$ cat config.mk
export PLATFORM = sky130hd
export DESIGN_NAME = divider_nbit_seq
export DESIGN_NICKNAME = d
export VERILOG_FILES = /design/src/rtl/divider_nbit_seq.sv
export SDC_FILE = /design/constraint.sdc
export NUM_CORES = 1
export LEC_CHECK = 0
export CAP_MARGIN = 20
export CORE_ASPECT_RATIO = 0.7
export CORE_MARGIN = 2
export CORE_UTILIZATION = 30
export CTS_BUF_LIST = sky130_fd_sc_hd__clkbuf_4
export CTS_CLUSTER_SIZE = 10
export DETAILED_ROUTE_END_ITERATION = 10
export HOLD_SLACK_MARGIN = 0.08
export REMOVE_ABC_BUFFERS = 1
export SYNTH_ARGS = -nofsm -noshare
export SYNTH_HDL_FRONTEND = slang
export SYNTH_HIERARCHICAL = 1
export SYNTH_SLANG_ARGS = --single-unit
$ cat constraint.sdc
create_clock -name clk -period 42.3 [get_ports clk]
set_clock_uncertainty 0.05 [all_clocks]
set_input_delay 6.345 -clock clk [delete_from_list [all_inputs] [get_ports clk]]
set_output_delay 6.345 -clock clk [all_outputs]
set_load 0.01 [all_outputs]
$ cat src/rtl/divider_nbit_seq.sv
// divider_nbit_seq: restoring unsigned divider, one quotient bit per clock, start/busy/done handshake.
module adder_nbit #(
  parameter int WIDTH = 8,
  parameter int IMPL_TYPE = 0
) (
  input  logic [WIDTH-1:0] a,
  input  logic [WIDTH-1:0] b,
  input  logic             cin,
  output logic [WIDTH-1:0] sum
);
  if (IMPL_TYPE == 0) begin : g_rca
    logic [WIDTH-1:0] c;
    assign c[0] = cin;
    for (genvar i = 0; i < WIDTH; i++) begin : g_bit
      assign sum[i] = a[i] ^ b[i] ^ c[i];
      if (i < WIDTH - 1) begin : g_c
        assign c[i+1] = (a[i] & b[i]) | (c[i] & (a[i] ^ b[i]));
      end
    end
  end else begin : g_beh
    assign sum = a + b + {{(WIDTH-1){1'b0}}, cin};
  end
endmodule

module divider_nbit_seq #(
  parameter int WIDTH = 32,
  parameter int IMPL_TYPE = 0
) (
  input  logic             clk,
  input  logic             rst_n,
  input  logic             start,
  input  logic [WIDTH-1:0] A,
  input  logic [WIDTH-1:0] B,
  output logic             busy,
  output logic             done,
  output logic [WIDTH-1:0] Q,
  output logic [WIDTH-1:0] R,
  output logic             div_by_zero
);
  localparam int CW = $clog2(WIDTH + 1);
  typedef enum logic [1:0] {IDLE, RUN, DONE} state_t;
  state_t           state_q, state_d;
  logic [WIDTH-1:0] rem_q, rem_d, sq_q, sq_d;
  logic [WIDTH:0]   negb_q, negb_d, negb_new, shifted, trial;
  logic [CW-1:0]    cnt_q, cnt_d;
  logic             dbz_q, dbz_d, accept;
  adder_nbit #(.WIDTH(WIDTH + 1), .IMPL_TYPE(IMPL_TYPE)) u_neg (
    .a(~{1'b0, B}), .b('0), .cin(1'b1), .sum(negb_new)
  );
  assign shifted = {rem_q, sq_q[WIDTH-1]};
  adder_nbit #(.WIDTH(WIDTH + 1), .IMPL_TYPE(IMPL_TYPE)) u_trial (
    .a(shifted), .b(negb_q), .cin(1'b0), .sum(trial)
  );
  assign accept = start && state_q != RUN;
  // The kept remainder is always below the divisor, so W bits hold it; bit W of the shift only feeds the trial.
  always_comb begin
    state_d = state_q;
    rem_d   = rem_q;
    sq_d    = sq_q;
    negb_d  = negb_q;
    cnt_d   = cnt_q;
    dbz_d   = dbz_q;
    if (accept) begin
      state_d = RUN;
      rem_d   = '0;
      sq_d    = A;
      negb_d  = negb_new;
      cnt_d   = CW'(WIDTH);
      dbz_d   = B == '0;
    end else if (state_q == RUN) begin
      rem_d   = trial[WIDTH] ? shifted[WIDTH-1:0] : trial[WIDTH-1:0];
      sq_d    = {sq_q[WIDTH-2:0], ~trial[WIDTH]};
      cnt_d   = cnt_q - CW'(1);
      state_d = cnt_q == CW'(1) ? DONE : RUN;
    end else begin
      state_d = IDLE;
    end
  end
  always_ff @(posedge clk or negedge rst_n) begin
    if (!rst_n) begin
      state_q <= IDLE;
      rem_q   <= '0;
      sq_q    <= '0;
      negb_q  <= '0;
      cnt_q   <= '0;
      dbz_q   <= 1'b0;
    end else begin
      state_q <= state_d;
      rem_q   <= rem_d;
      sq_q    <= sq_d;
      negb_q  <= negb_d;
      cnt_q   <= cnt_d;
      dbz_q   <= dbz_d;
    end
  end
  assign busy        = state_q == RUN;
  assign done        = state_q == DONE;
  assign Q           = sq_q;
  assign R           = rem_q;
  assign div_by_zero = dbz_q;
endmodule

Word level (Yosys, flattened, before mapping)
Index checks and enable logic that the tools add are counted.
{"block": "classes", "add_sub_neg": 1, "eq_ne": 4, "muxes": 10, "n_bitwise": 225, "reduce_logical": 3}
{"operator": "$mux W32", "count": 5}
{"operator": "$xor A1 B1 Y1", "count": 97}
{"operator": "$and A1 B1 Y1", "count": 94}
{"operator": "$not A32 Y33", "count": 1}
{"operator": "$logic_not A32 Y1", "count": 1}
{"operator": "$or A1 B1 Y1", "count": 31}
{"operator": "$mux W6", "count": 2}
{"operator": "$eq A6 B1 Y1 const B", "count": 1}
{"operator": "$mux W2", "count": 3}
{"operator": "$sub A6 B1 Y6 const B", "count": 1}
{"operator": "$eq A2 B1 Y1 const B", "count": 1}
{"operator": "$eq A2 B2 Y1 const B", "count": 1}
{"operator": "$ne A2 B1 Y1 const B", "count": 1}
{"operator": "$not A1 Y1", "count": 2}
{"operator": "$reduce_bool A2 Y1", "count": 1}
{"operator": "$logic_and A1 B1 Y1", "count": 1}
{"block": "word_totals", "register_bits": 106, "in_bits": 67, "out_inout_bits": 67, "wordCells": 249}

Logic depth before layout (Yosys ltp)
{"block": "logic_depth", "ltp_word": 67, "mapped_depth": 40}

By module
Netlist, hierarchy kept.
{"mod": "divider_nbit_seq", "n_inst": 1, "cells_per_inst": 439, "area_per_inst_um2": 5066.1, "seq_area_each_um2": 2652.5}
{"mod": "adder_nbit", "n_inst": 2, "cells_per_inst": 38, "area_per_inst_um2": 683.2, "seq_area_each_um2": 0.0}

Least setup slack after synthesis
No wires, ideal clock.
{"block": "synth_path", "path_kind": "input to register", "start": "in B[0]", "end": "reg negb_q[32]", "arrival_time_ns": 18.877, "required_time_ns": 42.186, "path_slack_ns": 23.309, "path_stages": 37, "cell_sequence": "inv_1 fa_1 fa_1 fa_1 fa_1 fa_1 fa_1 fa_1 fa_1 fa_1 fa_1 fa_1 fa_1 fa_1 fa_1 fa_1 fa_1 inv_1 fa_1 inv_1 fa_1 fa_1 fa_1 fa_1 fa_1 fa_1 fa_1 fa_1 fa_1 fa_1 fa_1 fa_1 fa_1 fa_1 fa_1 xor3_1 mux2_2"}
{"block": "synth_via", "elab_chain_len": 33}
{"item": "from (decl)", "line": "33", "source": "input logic [WIDTH-1:0] B,"}
{"item": "$not A32 Y33", "line": "48", "source": ".a(~{1'b0, B}), .b('0), .cin(1'b1), .sum(negb_new)"}
{"item": "$and A1 B1 Y1 (31 in a row)", "line": "17", "source": "assign c[i+1] = (a[i] & b[i]) | (c[i] & (a[i] ^ b[i]));"}
{"item": "$xor A1 B1 Y1", "line": "15", "source": "assign sum[i] = a[i] ^ b[i] ^ c[i];"}
{"item": "named net negb_new[32]", "line": "44", "source": "logic [WIDTH:0] negb_q, negb_d, negb_new, shifted, trial;"}
{"item": "to (signal assigned)", "line": "91", "source": "negb_q <= negb_d;"}
{"item": "to (decl)", "line": "44"}
The timed path passes the listed nets, and every way through them passes these cells.
A chain may end at the register's enable or synchronous reset.

Worst setup path in the final report
Same ends and word-level chain as after synthesis.

==> results.md <==
* Class of the worst hold path: reg -> reg
* Slowest stage cell on the critical path: clkdlybuf4s50_1
* # setup viols final at 0
* Gpl congestion at 0.752
* Final ANT Viol Nets at 0
* Drt wl/cell at 14.9 µm
* Leakage at 3.85 nW
* RSZ-0062 raised after global routing: false
* GRT overflow at 0
* Status: finished, final reports clean
* FILL cells at 2063
* Core area at 20900 µm²
* Critical Path AT at 19.94 ns
* Startpoint types: input port
* First-pass GRT wire length at 23.6 mm
* Final hold violation count at 0
* Peak supply drop at 67.1 µV
* Placed insts at 932
* Pin count of the biggest net entering global routing at 76
* Worst Max-Slew Pin Slew at 0.829 ns
* Synth unique cells at 33
* Synth Register Bits at 106
* Vias in the first global route at 4385
* CP Class: in -> reg
* Die width at 179 µm
* PnR worst setup slack at 22.74 ns
* Max Slew Vio Count at 0
* Most frequent cells in the layout: clkdlybuf4s50_1 (131), dfrtp_1 (106), mux2i_1 (65), fa_1 (64), inv_1 (45)
* Final period util at 0.462
* CTS tree: built
* DP HPWL at 10.2 mm
* Mapped Cells at 515
* Main flop type after synthesis: dfrtp_1
* H-tree level count at 3
* Post-CTS Setup Inserts at 0
* Num CTS Buffers at 9
* Cell mode on critical path: fa_1
* Final setup TNS at 0 ns
* Port-buffer cells at 133
* Register area at 2650 µm²
* Worst-path maximum fanout at 2
* Layout Utilization at 0.394
* Cell family with most CP delay: adder cells
* Initial antenna violation count at 0
* Synthesis Warnings at 6
* Drt initial violations at 144
* CTS sink cnt at 106
* Clock Latency Late Sink at 0.48 ns
* Share of layout cells above drive strength 1 at 0.138
* Sequential area share after synthesis at 0.412
* Post-synth EDFFs at 0
* CP Buf/Inv Count at 4
* Fin cells at 950
* Share of the synthesized area in the top cell type at 0.412
* Clock tree root buffer cell: clkbuf_4
* Final Power at 0.698 mW
* Worst path required time at 42.68 ns
* Row Count at 44
* DRC errors left at 0
* Final Cell Area at 8230 µm²
* Post-cts sizing count at 0
* Post-synth ARST share at 1.00
* Overall routed net length at 14.1 mm
* Pre-CTS setup slack at 22.19 ns
* 1st-pass router iterations at 6
* Rel. slew slack at 0.447
* Most common cell after layout, fill and taps aside: clkdlybuf4s50_1
* PwrDens at 84.8 nW/µm²
* Via count at 4171
* Die Ht at 127 µm
* Nets at 802
* Initial Util at 0.308
* Total track usage at 0.133
* Area contributors post-synth: dfrtp_1 (41%), fa_1 (20%), mux2i_1 (10%)
* Worst path max stage delay at 0.48 ns
* Cts hold-fix bufs at 0
* Area grow syn2layout at 28.0%
* Area of the mapped netlist at 6430 µm²
* Final Hold Slack at 0.416 ns
* Crit end category: flop
* Avg Inst Size Synth at 12.5 µm²
* # diodes at 0
* Post-synth top area cell: dfrtp_1
* MaxCap Viol Count at 0
* Clock period minus worst slack at 19.56 ns
* Vias per cell at 4.39
* Post-DP Area at 8060 µm²
* Fmax at 51.1 MHz
* CTS max path bufs at 2
* Num ports at 134
* CTS clk-pin slew, worst paths at 0.17 ns
* Die ar. at 22600 µm²
* Multi-input logic area at 3540 µm²
[layout make-up]
| type | count | share of cell area |
|---|---|---|
| flip-flops and latches | 106 | 0.322 |
| repair buffers | 138 | 0.168 |
| inverters | 47 | 0.0214 |
| well taps | 276 | 0.0420 |
| multi-input cells | 367 | 0.431 |
| clock inverters | 6 | 0.00623 |
| clock buffers | 10 | 0.00912 |
[power by group]
group          internal (mW)  switching [mW]
Combinational          0.248           0.189
Clock                 0.0135          0.0371
Sequential             0.158          0.0519
[sequential cells by signal, indices dropped and copies added (netlist names)]
| register | count |
|---|---|
| cnt_q | 6 |
| div_by_zero | 1 |
| state_q | 2 |
| R | 32 |
| Q | 32 |
| negb_q | 33 |
[layer usage]
metal / global-route usage / wire, µm
met4: 0.0258 / 108
met2: 0.196 / 5800
met3: 0.0336 / 963
met5: 0 / 0
met1: 0.197 / 7270
[Yosys cell counts, drive strengths merged (2+ instances only)]
| cell type | number |
|---|---|
| nor3 | 2 |
| clkbuf | 8 |
| mux2 | 34 |
| a21oi | 2 |
| xor3 | 2 |
| mux2i | 65 |
| nor2b | 2 |
| nor4 | 8 |
| o21ai | 35 |
| inv | 47 |
| ha | 2 |
| a31o | 33 |
| nand4 | 2 |
| fa | 64 |
| buf | 21 |
| nor2 | 36 |
| o31ai | 2 |
| conb | 2 |
| dfrtp | 106 |
| nand2 | 33 |
| nand3 | 3 |
[path summary, 6_finish.rpt]
check | start | endpoint | slack, ns | cells after the start
worst max-delay path | B[0] | negb_q[32]$_DFFE_PN0P_ | 22.74 | 38
worst min-delay path | cnt_q[5]$_DFFE_PN0P_ | cnt_q[5]$_DFFE_PN0P_ | 0.42 | 1
worst max register to register | Q[31]$_DFFE_PN0P_ | R[23]$_DFFE_PN0P_ | 27.78 | 39
worst min register to register | cnt_q[5]$_DFFE_PN0P_ | cnt_q[5]$_DFFE_PN0P_ | 0.42 | 1
max in group asynchronous | rst_n | negb_q[9]$_DFFE_PN0P_ | 35.39 | 3
min in group asynchronous | rst_n | Q[10]$_DFFE_PN0P_ | 5.71 | 1
[logic make-up after synthesis]
group	after synthesis	share of synthesized area
other	2	0.00117
AOI/OAI and AO/OA	74	0.0786
buffers and inverters	76	0.0568
xor gates and xnor gates	3	0.00875
muxes	99	0.178
adders and majority gates	66	0.203
and+or+nand+nor	89	0.0617
DFF	106	0.412
Note: power is estimated with default switching activity, not from simulation.
